## src/rtl/grytobin.sv

```systemverilog
// grytobin: bit-serial Gray-to-binary converter.
// It accepts a Gray word on a one-cycle strobe and rebuilds the binary value
// MSB-first, one bit per clock. It then presents the result with a one-cycle
// valid pulse. It also checks that successive accepted codes differ in exactly
// one bit, and it counts strobes that arrive while a conversion is running.
module grytobin #(
    parameter int WIDTH = 4
) (
    input  logic             clk,
    input  logic             rst_n,
    input  logic [WIDTH-1:0] datagry,
    input  logic             gry_vld,
    output logic [WIDTH-1:0] databin,
    output logic             bin_vld,
    output logic             busy,
    output logic             step_err,
    output logic [7:0]       drop_cnt
);

    localparam int IW = $clog2(WIDTH);
    localparam logic [IW-1:0] MSB_IDX = IW'(WIDTH - 1);

    typedef enum logic [1:0] {
        IDLE,
        CONV,
        DONE
    } state_t;

    state_t           state;
    logic [IW-1:0]    idx;
    logic [WIDTH-1:0] gry_r;
    logic [WIDTH-1:0] bin_r;
    logic [WIDTH-1:0] prev_gry;
    logic             first;

    logic [IW-1:0]    idx_up;
    logic             bit_next;
    logic [WIDTH-1:0] diff;
    logic             one_hot;

    // Next binary bit for position idx, and the single-bit-step check on the held code.
    always_comb begin
        // NOTE: every combinational output gets a default first so no path can infer a latch.
        idx_up   = idx + IW'(1);
        bit_next = gry_r[idx];
        if (idx != MSB_IDX) begin
            bit_next = gry_r[idx] ^ bin_r[idx_up];
        end
        diff    = gry_r ^ prev_gry;
        // A value is one-hot when it is non-zero and clearing its lowest set bit leaves zero.
        one_hot = (diff != '0) && ((diff & (diff - WIDTH'(1))) == '0);
    end

    // Conversion FSM: capture the word, build one bit per clock, then publish the result.
    always_ff @(posedge clk or negedge rst_n) begin
        // NOTE: the datapath registers are few, so all of them are reset. A reset mid-conversion
        // then leaves no stale partial result and re-arms the first-word exemption.
        if (!rst_n) begin
            state    <= IDLE;
            idx      <= '0;
            gry_r    <= '0;
            bin_r    <= '0;
            prev_gry <= '0;
            first    <= 1'b1;
            databin  <= '0;
            bin_vld  <= 1'b0;
            step_err <= 1'b0;
        end else begin
            // NOTE: sequential state uses non-blocking assignments, so every register samples pre-edge values.
            bin_vld  <= 1'b0;
            step_err <= 1'b0;
            case (state)
                IDLE: begin
                    if (gry_vld) begin
                        gry_r <= datagry;
                        idx   <= MSB_IDX;
                        state <= CONV;
                    end
                end
                CONV: begin
                    bin_r[idx] <= bit_next;
                    if (idx == '0) begin
                        state <= DONE;
                    end else begin
                        idx <= idx - IW'(1);
                    end
                end
                DONE: begin
                    databin  <= bin_r;
                    bin_vld  <= 1'b1;
                    step_err <= first ? 1'b0 : !one_hot;
                    prev_gry <= gry_r;
                    first    <= 1'b0;
                    state    <= IDLE;
                end
                default: state <= IDLE;
            endcase
        end
    end

    // Saturating count of strobes that arrive while a conversion is in flight.
    always_ff @(posedge clk or negedge rst_n) begin
        if (!rst_n) begin
            drop_cnt <= '0;
        end else if (gry_vld && (state != IDLE) && (drop_cnt != 8'hFF)) begin
            drop_cnt <= drop_cnt + 8'd1;
        end
    end

    assign busy = (state != IDLE);

endmodule
```

## config.mk

```make
export PLATFORM = sky130hd
export DESIGN_NAME = grytobin
export DESIGN_NICKNAME = d
export VERILOG_FILES = /design/src/rtl/grytobin.sv
export SDC_FILE = /design/constraint.sdc
export NUM_CORES = 1
export LEC_CHECK = 0
export BUFFER_PORTS_ARGS = -buffer_cell sky130_fd_sc_hd__buf_2
export CORE_MARGIN = 1
export CORE_UTILIZATION = 45
export DETAILED_ROUTE_END_ITERATION = 10
export PLACE_DENSITY_LB_ADDON = 0.05
export SETUP_SLACK_MARGIN = 0.2
export SLEW_MARGIN = 40
export SYNTH_ARGS = -nofsm -noshare
export SYNTH_HDL_FRONTEND = slang
export SYNTH_SLANG_ARGS = --single-unit
```

## constraint.sdc

```tcl
create_clock -name clk -period 4.03 [get_ports clk]
set_clock_uncertainty 0.1 [all_clocks]
set_input_delay 0.2015 -clock clk [delete_from_list [all_inputs] [get_ports clk]]
set_output_delay 0.2015 -clock clk [all_outputs]
set_load 0.01 [all_outputs]
```

# Word-level counts from Yosys, hierarchy flattened
# Index checks and enable logic that the tools add are counted.
# word_totals
reg_bits,31
in_bits,7
wordCells,58
# classes
n_lt_le_gt_ge,3
addsub,4
bitwise,3
n_reduce_logical,14
eq_ne,7
muxes,17
# op_table
operator,n
$add A8 B1 Y8 const B,1
$mux W2,4
$ne A2 B2 Y1 const B,4
$ne A8 B8 Y1 const B,1
$pmux W2 S2,2
$mux W1,7
$lt A2 B3 Y1 const B,2
$and A4 B4 Y4,1
$bmux W1 S2,2
$bwmux W4,1
$logic_and A1 B1 Y1,4
$logic_not A2 Y1,2
$logic_not A4 Y1,1
$reduce_and A2 Y1,2
$reduce_bool A2 Y1,2
$reduce_bool A4 Y1,1
$sub A4 B1 Y4 const B,1
$xor A4 B4 Y4,1
$reduce_and A3 Y1,1
$add A2 B1 Y2 const B,1
$demux W1 S2,1
$eq A2 B1 Y1 const B,1
$eq A2 B2 Y1 const B,1
$ge A2 B1 Y1 const B,1
other kinds (3),3

# Depth between registers and ports, before layout
# depth
depth_word,8
depth_mapped,7
ltp_nobuf,6

# Worst setup path before layout
# Ideal clock, no wire load.
# synth_path
path_type,reg2reg
startpoint,register idx[0]
endpoint,register bin_r[0]
slack_ns,2.167
arrival_ns,1.638
n_path_buf,1
path_stages_with_launch,8
cell_sequence,dfrtp_1 > buf_6 > inv_1 > ha_1 > or2_2 > o22ai_1 > xor2_1 > mux2_2
# synth_between
elab_chain_cells,6
word_cells_on_any_way,14
classes_between,add/sub (1); order compare (2); eq/ne (1); mux (8); bitwise (1); reduce/logical (1)
# synth_lines
item,line_no,text
from (decl),30,logic [IW-1:0] idx;
from (signal assigned),85,idx <= idx - IW'(1);
$add A2 B1 Y2,44,idx_up = idx + IW'(1);
$bmux W1 S2,47,bit_next = gry_r[idx] ^ bin_r[idx_up];
$mux W1 (implied by the code),47,
$xor A1 B1 Y1,47,
$mux W1,46,if (idx != MSB_IDX) begin
$bwmux W4 (*),81,bin_r[idx] <= bit_next;
"to (signal, indexed assignment)",81,
to (decl),32,logic [WIDTH-1:0] bin_r;
# Mark *: on every way between the ends. The rest lies on a longest branch, timed or not. The select of a mux whose other input is x is not followed.
# A chain may end at the register's enable or synchronous reset.

# Worst setup path in the final report
# layout_path
startpoint,register idx[0]
endpoint,register bin_r[1]
# Same word-level chain as after synthesis.

==> out/summary.json <==
{
  "run_status": "complete, no violations",
  "top_usage_layer": "met2",
  "timing.critical_path.arrival_ps": 2150,
  "synth-seq-cells": 31,
  "timing.rr.end": "bin_r[1]",
  "min_path_type": "in2reg",
  "cts-root-to-sink-buffers": 2,
  "cp_slowest_cell": "dfrtp_1",
  "ctsHoldBuffers": 3,
  "timing.final.hold_violations": 0,
  "core-area_mm2": 0.00305,
  "design.die.area_mm2": 0.00344,
  "final_cell_area_mm2": 0.00168,
  "largest_cells_by_area_after_synthesis": "dfrtp_1, mux2_2, ha_1",
  "vias": 939,
  "p_leak_nw": 0.809,
  "gr-usage-met1": 0.199,
  "area_growth_syn_to_layout_pct": 16.5,
  "regToRegSetupSlack_ps": 1990,
  "synth_largest_area_cell": "dfrtp_1",
  "power.share.switching": 0.377,
  "first_pass_iters": 3,
  "clock_tree_from_tritoncts": "done",
  "wl_mm": 2.39,
  "buffers_plus_inverters_on_the_worst_setup_path": 1,
  "die_height_um": 58.6,
  "nets": 160,
  "drtIter0Drc": 7,
  "total_drc_errors_in_the_routed_layout": 0,
  "die_width_um": 58.6,
  "timing.hold.worst_path_depth": 2,
  "core.rowCount": 20,
  "critical_path_cell_count": 6,
  "async_reset_ff_frac": 1.00,
  "level_count_of_the_clock_h_tree": 2,
  "start_kind": "flop",
  "layout_worst_path_cycle_share": 0.507,
  "unrepaired_setup_endpoints_after_global_routing": "no",
  "worstPathCellList": "inv_1 -> ha_1 -> or2_2 -> o22ai_1 -> xor2_1 -> mux2_2",
  "grt_pass1_wl_mm": 4.17,
  "end_kind": "flop",
  "resized_cells_post_cts": 0,
  "critical_path.top_delay_family": "flip-flops",
  "p_per_area_mw_per_mm2": 765,
  "synthesis.instances": 118,
  "post_route_cells_drive_above_1_share": 0.349,
  "port_buffers": 21,
  "setup.worst_path.end": "bin_r[1]",
  "initial_utilization": 0.473,
  "yosys.cell_count.top_type": "dfrtp_1",
  "yosys_warnings": 0,
  "biggest_fanout_along_the_worst_timing_path": 8,
  "grt_start_max_net_pins": 32,
  "worstReg2RegStart": "idx[0]",
  "p_clk_frac": 0.131,
  "measured_slew_at_the_worst_slew_check_pin_ps": 664,
  "antenna_found_initial": 0,
  "internal_power_mw": 0.802,
  "postCtsSetupBuffers": 0,
  "yosys_most_used_dff": "dfrtp_1",
  "post_placement_cell_area_mm2": 0.00159,
  "synthesis.area_mm2": 0.00144,
  "synth-edff-count": 0,
  "r2r_worst_path_depth": 6,
  "globalRouteMet2Util": 0.284,
  "power.share.combinational": 0.425,
  "timing.setup.critical_path_class": "reg2reg",
  "tritoncts_buffer_count": 5,
  "clock_sinks": 31,
  "total_congestion_overflow": 0,
  "p_sw_mw": 0.485,
  "place.gp.congestion": 0.785,
  "top_level_ports": 22,
  "vias_per_cell": 4.87,
  "synth_fp_nets": 130,
  "root_buffer": "clkbuf_4",
  "cp_data_required_time_ps": 4140,
  "seqPwrFrac": 0.444,
  "grt_pass1_vias": 937,
  "use_met3": 0.0593,
  "fraction_of_synthesized_cell_area_taken_by_the_top_area_cell_type": 0.520,
  "setup_tns_ps": 0,
  "timing.fmax_mhz": 490,
  "synth_seq_area_share": 0.538,
  "period_needed_ps": 2040,
  "worst_skew_pair.late_latency_ps": 320,
  "timing.critical_path.from": "idx[0]",
  "synth.top_cells.by_count": "dfrtp_1, mux2_2, nand2_1, nor2_1",
  "setup_violations": 0,
  "peakVddDrop_mv": 0.317,
  "count_of_pins_over_their_slew_limit": 0,
  "grtUsageTotal": 0.170,
  "n_antenna_cell": 0,
  "utilization_of_the_core_after_routing": 0.551,
  "timing.slew.headroom": 0.558,
  "total_of_max_cap_violations": 0,
  "post_drt_wl_per_cell_um": 12.4,
  "synth_cell_type_count": 29,
  "critical_path_s_largest_stage_delay_ps": 520,
  "hpwl_after_detailed_placement_mm": 1.75,
  "synth.avg_cell_area_um2": 12.2,
  "antenna_left": 0,
  "clkTransAtPathRegs_ps": 90
}
worst reg2reg max path, stage by stage (launching register included):
cell	delay, ps
dfrtp_1	520
inv_1	120
ha_1	340
or2_2	300
o22ai_1	160
xor2_1	120
mux2_2	280
metal layers:
layer | vias up | wire length, um
met5 | - | 0
met4 | 0 | 39
met3 | 6 | 97
met2 | 22 | 1140
met1 | 445 | 1110
li1 | 466 | -
kinds of logic (layout without fill, tap and decap cells):
family | Yosys count | count (layout) | share of synthesized area
AND/OR/NAND/NOR | 33 | 33 | 0.120
flip-flops | 31 | 31 | 0.538
AO/OA/AOI/OAI | 11 | 11 | 0.0451
XOR/XNOR | 10 | 10 | 0.0607
multiplexers | 21 | 21 | 0.170
buffers and inverters | 7 | 38 | 0.0234
adder cells (fa/ha/maj) | 5 | 5 | 0.0433
metrics by stage:
step | power (mW) | setup slack (ps) | hold WS, ps | instances
after CTS | 1.31 | 1980 | 3.21 | 192
after global placement | 1.11 | 2060 | 173 | 181
after detailed placement | 1.13 | 2000 | 182 | 181
final | 1.29 | 1990 | 29.8 | 193
after global routing | 1.40 | 1830 | 6.51 | 193
after floorplan | 0.982 | 2170 | -194 | 118
worst min-delay path by stage:
stage	startpoint	end	slack (ps)
floorplan	rst_n	bin_r[0]	-190
finish	datagry[3]	gry_r[3]	30
detailed placement	rst_n	step_err	180
global route	datagry[3]	gry_r[3]	7
global placement	rst_n	step_err	170
CTS	datagry[2]	gry_r[2]	3
state kept, by name, summed over array words and instances, names as in the netlist, 2 cells and up:
name / flops
state: 2
prev_gry: 4
gry_r: 4
bin_r: 4
idx: 2
databin: 4
drop_cnt: 8
cell type report:
cell class                 count  area [um2]
multi-input combinational     80         633
clock inverter                 3        15.0
timing repair buffer          25         145
clock buffer                   5        37.5
sequential                    31         777
tap                           44        55.1
fill                         291        1370
inverter                       5        18.8
placed cells by master, fill, tap and decap left out, drive strengths merged, types with 5 or more instances in the layout:
cell type   n
dfrtp      30
buf        21
mux2       18
nor2        6
nand2       6
inv         5
xor2        5
xnor2       5
a21oi       5
ha          5
clkbuf      5
power groups by stage:
stage	registers [mW]	logic, mW	clock network (mW)
floorplan	0.571	0.411	0
global placement	0.574	0.536	0
detailed placement	0.580	0.552	0
CTS	0.575	0.557	0.178
global route	0.597	0.617	0.189
finish	0.571	0.547	0.168
No activity file was read; power rests on OpenSTA's default activity.
